<file path="config.mk">
export PLATFORM = sky130hd
export DESIGN_NAME = cs_strobe_sched
export DESIGN_NICKNAME = d
export VERILOG_FILES = /design/src/rtl/cs_sched_pkg.sv /design/src/rtl/cs_rr_pick.sv /design/src/rtl/cs_strobe_sched.sv
export SDC_FILE = /design/constraint.sdc
export NUM_CORES = 1
export LEC_CHECK = 0
export ABC_CLOCK_PERIOD_IN_PS = 9800
export CELL_PAD_IN_SITES_DETAIL_PLACEMENT = 1
export CELL_PAD_IN_SITES_GLOBAL_PLACEMENT = 2
export CORE_MARGIN = 1
export CORE_UTILIZATION = 36
export CTS_BUF_LIST = sky130_fd_sc_hd__clkbuf_4 sky130_fd_sc_hd__clkbuf_8
export CTS_CLUSTER_SIZE = 30
export DETAILED_ROUTE_END_ITERATION = 10
export HOLD_SLACK_MARGIN = 0.15
export PLACE_DENSITY = 0.9
export SETUP_SLACK_MARGIN = 0.5
export SLEW_MARGIN = 20
export SYNTH_ARGS = -nofsm -noshare
export SYNTH_HDL_FRONTEND = slang
export SYNTH_HIERARCHICAL = 1
export SYNTH_SLANG_ARGS = --single-unit
</file>
<file path="constraint.sdc">
create_clock -name CLK -period 9.8 [get_ports CLK]
set_clock_uncertainty 0.2 [all_clocks]
set_input_delay 2.45 -clock CLK [delete_from_list [all_inputs] [get_ports CLK]]
set_output_delay 2.45 -clock CLK [all_outputs]
set_load 0.02 [all_outputs]
</file>
<file path="src/rtl/cs_sched_pkg.sv">
// rtl/cs_sched_pkg.sv - shared types and constants for the chip-select strobe scheduler
package cs_sched_pkg;

    typedef enum logic [1:0] {
        IDLE   = 2'd0,
        SETUP  = 2'd1,
        STROBE = 2'd2,
        HOLD   = 2'd3
    } state_t;

    localparam logic [2:0] E_ON  = 3'b100;
    localparam logic [2:0] E_OFF = 3'b000;
    localparam int         CNT_W = 4;

    function automatic logic [7:0] onehot8(input logic [2:0] idx);
        return 8'b0000_0001 << idx;
    endfunction

endpackage

</file>
<file path="src/rtl/cs_rr_pick.sv">
// rtl/cs_rr_pick.sv - combinational round-robin pick: first set request after i_ptr, wrapping mod 8
module cs_rr_pick (
    input  logic [7:0] i_req,
    input  logic [2:0] i_ptr,
    output logic       o_valid,
    output logic [2:0] o_idx
);

    logic [2:0] w_cand;

    // Offset 8 wraps back to i_ptr itself, so the last holder is checked last.
    always_comb begin
        o_valid = 1'b0;
        o_idx   = 3'd0;
        w_cand  = 3'd0;
        for (int i = 1; i <= 8; i++) begin
            w_cand = i_ptr + 3'(i);
            if (!o_valid && i_req[w_cand]) begin
                o_valid = 1'b1;
                o_idx   = w_cand;
            end
        end
    end

endmodule

</file>
<file path="src/rtl/cs_strobe_sched.sv">
// rtl/cs_strobe_sched.sv - shares one 3-to-8 chip-select decoder among 8 requesters
// with a timed SETUP / STROBE / HOLD window per grant.
module cs_strobe_sched
    import cs_sched_pkg::*;
#(
    parameter int SETUP_CYC  = 1,
    parameter int STROBE_CYC = 2,
    parameter int HOLD_CYC   = 1
) (
    input  logic       CLK,
    input  logic       RST,
    input  logic [7:0] REQ,
    output logic [7:0] GNT,
    output logic [2:0] A,
    output logic [2:0] E,
    output logic [7:0] nCS,
    output logic       BUSY,
    output logic       DONE
);

    localparam logic [CNT_W-1:0] SETUP_LD  = CNT_W'(SETUP_CYC - 1);
    localparam logic [CNT_W-1:0] STROBE_LD = CNT_W'(STROBE_CYC - 1);
    localparam logic [CNT_W-1:0] HOLD_LD   = CNT_W'(HOLD_CYC - 1);

    state_t           r_state;
    logic [CNT_W-1:0] r_cnt;
    logic [2:0]       r_ptr;
    logic [7:0]       r_gnt;
    logic [2:0]       r_a;
    logic [2:0]       r_e;
    logic [7:0]       r_ncs;
    logic             r_busy;
    logic             r_done;

    logic             w_valid;
    logic [2:0]       w_idx;

    cs_rr_pick u_pick (
        .i_req   (REQ),
        .i_ptr   (r_ptr),
        .o_valid (w_valid),
        .o_idx   (w_idx)
    );

    // nCS is updated on the same edge as E, decoded from the A/E being loaded.
    always_ff @(posedge CLK) begin
        if (RST) begin
            r_state <= IDLE;
            r_cnt   <= '0;
            r_ptr   <= 3'd7;
            r_gnt   <= 8'h00;
            r_a     <= 3'd0;
            r_e     <= E_OFF;
            r_ncs   <= 8'hFF;
            r_busy  <= 1'b0;
            r_done  <= 1'b0;
        end else begin
            r_done <= 1'b0;
            case (r_state)
                IDLE: begin
                    if (w_valid) begin
                        r_state <= SETUP;
                        r_cnt   <= SETUP_LD;
                        r_gnt   <= onehot8(w_idx);
                        r_a     <= w_idx;
                        r_ptr   <= w_idx;
                        r_busy  <= 1'b1;
                    end
                end
                SETUP: begin
                    if (r_cnt == '0) begin
                        r_state <= STROBE;
                        r_cnt   <= STROBE_LD;
                        r_e     <= E_ON;
                        r_ncs   <= ~onehot8(r_a);
                    end else begin
                        r_cnt <= r_cnt - 1'b1;
                    end
                end
                STROBE: begin
                    if (r_cnt == '0) begin
                        r_state <= HOLD;
                        r_cnt   <= HOLD_LD;
                        r_e     <= E_OFF;
                        r_ncs   <= 8'hFF;
                    end else begin
                        r_cnt <= r_cnt - 1'b1;
                    end
                end
                HOLD: begin
                    if (r_cnt == '0) begin
                        r_state <= IDLE;
                        r_cnt   <= '0;
                        r_gnt   <= 8'h00;
                        r_busy  <= 1'b0;
                        r_done  <= 1'b1;
                    end else begin
                        r_cnt <= r_cnt - 1'b1;
                    end
                end
                default: r_state <= IDLE;
            endcase
        end
    end

    assign GNT  = r_gnt;
    assign A    = r_a;
    assign E    = r_e;
    assign nCS  = r_ncs;
    assign BUSY = r_busy;
    assign DONE = r_done;

endmodule

</file>
[Yosys cells after proc, flatten, opt, wreduce, memory -nomap -nowiden]
Index checks and enable logic that the tools add are counted.
W data, S select, Z words.
Storage, ports and cells
  bits in registers: 33
  bits in latches: 0
  RAM bits: 0
  bits in read-only memories: 0
  input bits: 10
  output and inout port bits: 24
  word-level logic and storage cells: 114
  memories kept: 0
Operators by class
  add/subtract/negate cells: 8
  $mul: 0
  div/mod/pow operators: 0
  magnitude comparators: 8
  equality and inequality tests: 7
  shift operators: 2
  muxes and demuxes: 54
  bitwise operators: 2
  reductions and logical operators: 24
Operators by type and width (count)
  $lt A3 B4 Y1 const B: 8
  $mux W8: 4
  $pmux W8 S2: 2
  $mux W3: 10
  $bmux W1 S3: 8
  $mux W1: 19
  $shl A1 B3 Y8 const A: 2
  $add A3 B3 Y3 const B: 4
  $mux W4: 3
  $pmux W4 S3: 1
  $mux W2: 4
  $not A8 Y8: 1
  $pmux W2 S4: 1
  $logic_and A1 B1 Y1: 7
  $logic_not A1 Y1: 7
  $add A3 B2 Y3 const B: 2
  $ne A2 B2 Y1 const B: 3
  $pmux W3 S2: 1
  $reduce_and A3 Y1: 2
  $eq A2 B2 Y1 const B: 2
  $logic_not A4 Y1: 1
  $reduce_and A4 Y1: 1
  $reduce_bool A2 Y1: 2
  $reduce_or A2 Y1: 2
  8 further kinds: 8

[Depth between registers and ports, before layout]
  word-level depth: 28
  mapped depth: 16

[By module]
Netlist, hierarchy kept.
By module, submodules not included
  cs_strobe_sched: instances 1, cells an instance 151, area an instance 1342.5 µm²
  cs_rr_pick: instances 1, cells an instance 93, area an instance 785.8 µm²

[Least setup slack after synthesis]
Ideal clock, no wire load.
  path kind: input -> register
  from: input port REQ[7]
  to: register r_state[1]
  library setup time: 0.128 ns
  arrival: 5.022 ns
  required time: 9.472 ns
  setup slack: 4.451 ns
  stages on the path: 11
  path buffers: 2
  cell sequence: mux4_1 mux2_1 or4_1 buf_2 nor3_2 nand2_1 nor2b_1 clkbuf_1 o21ba_2 mux2i_1 nor2_1
Between the ends
  longest elaborated chain between the ends: 26
Ends and longest elaborated chain
  start: declaration: line cs_strobe_sched.sv:12  | input logic [7:0] REQ,
  $bmux W1 S3: line cs_rr_pick.sv:18  | if (!o_valid && i_req[w_cand]) begin
  $mux W1 (implied by the code): line cs_rr_pick.sv:18
  $mux W1: line cs_rr_pick.sv:18
  $logic_not A1 Y1: line cs_rr_pick.sv:18
  $logic_and A1 B1 Y1: line cs_rr_pick.sv:18
  $mux W1: line cs_rr_pick.sv:18
  $logic_not A1 Y1: line cs_rr_pick.sv:18
  $logic_and A1 B1 Y1: line cs_rr_pick.sv:18
  [... 11 more ...]
  $logic_and A1 B1 Y1: line cs_rr_pick.sv:18
  $mux W1: line cs_rr_pick.sv:18
  $logic_not A1 Y1: line cs_rr_pick.sv:18
  $logic_and A1 B1 Y1: line cs_rr_pick.sv:18
  $mux W1 (*): line cs_rr_pick.sv:18
  via w_valid: line cs_strobe_sched.sv:35  | logic w_valid;
  $ne A2 B1 Y1 (no source line) (*)
  $reduce_and A4 Y1 (no source line) (*)
  end signal: assignment: line cs_strobe_sched.sv:48  | r_state <= IDLE;
  end signal: assignment: line cs_strobe_sched.sv:62  | r_state <= SETUP;
  end signal: assignment: line cs_strobe_sched.sv:72  | r_state <= STROBE;
  end: declaration: line cs_strobe_sched.sv:25  | state_t r_state;
The timed path passes the listed nets; every way through them passes the cells marked *. The select of a mux whose other input is x is not followed.
A chain may end at the register's enable or synchronous reset.

[Worst setup path after layout]
  from: input port REQ[7]
  to: register r_cnt[3]
Between the ends
  longest elaborated chain between the ends: 25
Ends and longest elaborated chain
  $bmux W1 S3: line cs_rr_pick.sv:18
  $mux W1 (implied by the code): line cs_rr_pick.sv:18
  $mux W1: line cs_rr_pick.sv:18
  $logic_not A1 Y1: line cs_rr_pick.sv:18
  $logic_and A1 B1 Y1: line cs_rr_pick.sv:18
  $mux W1: line cs_rr_pick.sv:18
  $logic_not A1 Y1: line cs_rr_pick.sv:18
  $logic_and A1 B1 Y1: line cs_rr_pick.sv:18
  [... 10 more ...]
  $logic_not A1 Y1: line cs_rr_pick.sv:18
  $logic_and A1 B1 Y1: line cs_rr_pick.sv:18
  $mux W1: line cs_rr_pick.sv:18
  $logic_not A1 Y1: line cs_rr_pick.sv:18
  $logic_and A1 B1 Y1: line cs_rr_pick.sv:18
  $mux W1 (*): line cs_rr_pick.sv:18
  via w_valid: line cs_strobe_sched.sv:35
  $ne A2 B1 Y1 (no source line) (*)
  end signal: assignment: line cs_strobe_sched.sv:77  | r_cnt <= r_cnt - 1'b1;
  end signal: assignment: line cs_strobe_sched.sv:87  | r_cnt <= r_cnt - 1'b1;
  end signal: assignment: line cs_strobe_sched.sv:98  | r_cnt <= r_cnt - 1'b1;
  end: declaration: line cs_strobe_sched.sv:26  | logic [CNT_W-1:0] r_cnt;
Marked as above.

==> metrics.txt <==
R2R Setup Slk 5.14 ns; Clock Tree Buf Depth 2; Hold Crit Class reg2reg; Core Util, Final 45.6%; Fin. Hold Viols 0; Fin Hold WS between 0.2 and 0.3 ns; grt ovf 0; P_leak about 0.0010 µW; Final nets 289; number of CTS-inserted buffers 5; Crit Path Max Fanout 8; most frequent cells in the layout 34 x nor2_1, 31 x dfxtp_1, 31 x clkdlybuf4s50_1; share of cells above drive strength 1 under 10%; VDD IR max approximately 0.17 mV; clock network fraction of total power a little under an eighth; Hold-fix buffers, CTS 0; Reg2Reg Depth 11; pin count of the biggest net entering global routing 28; fill count between 600 and 700; drt pass-1 iters 4; Worst Hold End nCS[2]; clk_lat worst skew about 0.28 ns; Sw Ratio 48.2%; htree depth 2; Critical Path Start REQ[7]; DR vias 1,921; total chip power 953 µW; post-route cell area 2560 µm²; register clock-pin slew on the reported worst setup and hold paths 0.07 ns; Hold Path Cell Cnt 2; final worst-path cycle share between 60% and 70%; reg2reg end r_cnt[3]; MaxCap Viol Count 0; Syn Inst Count 244; DR WL/cell 16.2 µm; max-slew violations 0; global-route wire length before repair 9490 µm; worst slew pin tran ~0.77 ns; antenna-violating nets left 0; die height 78.9 µm; Distinct cells, synth 53; Detail Placement HPWL about 4100 µm; hold_sp nCS[2]; Post-synth EDFFs 0; post-CTS sizing 0; Die ar. 6220 µm²; Clock Tree Root clkbuf_8; CP startpoint kind input port; Synth area leaders dfxtp_1 29%, mux4_1 6.2%, nor2_1 6.0%, ha_1 5.3%, a21oi_1 5.2%; critical path capture point type register; reg2reg start r_ptr[1]; IO Port Bufs 31; CP Data Arrival Time between 5 and 6 ns; antenna violations before repair 0; power share of the combinational group 65.9%; P_sw 460 µW; Post-synth ARST share 0%; Die X 78.9 µm; critical path class in2reg; DRC violations left 0; floorplan row count 27; pwr/cell area 373 nW/µm²; critical path data required time 9.76 ns; Layout area overhead 20.1%; min Tclk post-route 5.95 ns; RSZ-0062 raised after global routing no; routability cong. 0.824; number of synthesized register bits 31; I/O pin cnt 34; setup TNS 0 ns; ANT cells 0; cell area after synthesis 2130 µm²; Seq/Total Area, Yosys 29.2%; run status finished clean; Max Fclk 168 MHz; biggest area consumer among synthesized cells dfxtp_1; Pint 494 µW; starting density of the core 38.0%; placed cell areas 2450 µm²; sequential power share between 20 and 25%; gr usage total 19.5%; number of global-route vias before repair 1,999; post-CTS setup buffer count 0; Finish-stage setup viols 0; CTS tree done; leading cell type in the layout, fill and taps excluded nor2_1; initial DRC count 96; Vias/cell 5.60; post-synth top area share 29.2%; Detailed Route WL 5560 µm; Main synth FF type dfxtp_1; core area 5610 µm²; slew margin rel. 48.8%; Yosys warning total 6; Clock Sinks 31; Synth Area per Inst 8.72 µm²
==> power by group through the flow <==
stage | logic [µW] | clock network (µW) | registers, µW
after floorplan | 458 | 0 | 215
after global placement | 617 | 0 | 213
after detailed placement | 625 | 0 | 213
after CTS | 630 | 118 | 212
after global routing | 697 | 124 | 218
final | 628 | 115 | 210
==> metal layers <==
metal  wire (µm)  part of all wire, %  GRT usage (%)
met1        2770                   50           25.8
met2        2590                   47           32.0
met5           0                    0              0
met4          73                  1.3           6.00
met3         128                  2.3           3.68
==> critical path: stages <==
cell and delay (ns):
clkdlybuf4s50_1 0.46, mux4_1 0.64, mux2_1 0.37, or4_1 0.64
nor3_2 0.25, nand2_1 0.14, nor2b_1 0.49, nor3_1 0.20
o311ai_0 0.14, a31oi_1 0.13
==> cell usage after synthesis (5+ instances only) <==
| library cell | number |
|---|---|
| mux4_1 | 5 |
| nor2_1 | 34 |
| inv_1 | 8 |
| nand2_1 | 18 |
| nor3_1 | 7 |
| ha_1 | 9 |
| clkbuf_1 | 7 |
| mux2i_1 | 7 |
| a31oi_1 | 8 |
| dfxtp_1 | 31 |
| nand3_1 | 6 |
| a22oi_1 | 10 |
| mux2_1 | 5 |
| nor2b_1 | 8 |
| a21oi_1 | 22 |
==> metrics by stage <==
step                worst slack (ns)  std cells
finish                          3.85        343
global route                    3.60        343
CTS                             3.87        343
detailed placement              3.56        335
global placement                3.68        335
floorplan                       4.45        245
==> final cells by class <==
cell class,count,area [µm²],area share (%)
timing repair buffer,32,318,12.4
tap,72,90.1,3.52
inverter,8,30.0,1.17
clock buffer,8,104,4.06
sequential,31,621,24.3
multi-input combinational,192,1390,54.5
==> registers in the layout, summed over array words and instances (netlist names) <==
register  cells
GNT           8
nCS           8
r_cnt         4
A             3
r_ptr         3
r_state       2
BUSY          1
DONE          1
E             1
==> worst max path at each step <==
stage | to | slack (ns) | cells past startpoint
2_1_floorplan | r_state[1] | 4.45 | 11
6_report | r_cnt[3] | 3.85 | 10
5_1_grt | r_cnt[3] | 3.60 | 10
3_5_place_dp | r_cnt[3] | 3.56 | 10
4_1_cts | r_cnt[3] | 3.87 | 10
3_3_place_gp | r_state[1] | 3.68 | 10
==> logic make-up after synthesis <==
family                     after synthesis  synth area share, %
AOI/OAI and AO/OA                       65                 20.8
xor gates and xnor gates                 3                 1.23
adders and majority gates                9                 5.29
buffers and inverters                   22                 5.53
DFF                                     31                 29.2
muxes                                   24                 17.2
other                                    1                0.176
and+or+nand+nor                         89                 20.6
(Power assumes the default switching activity.)
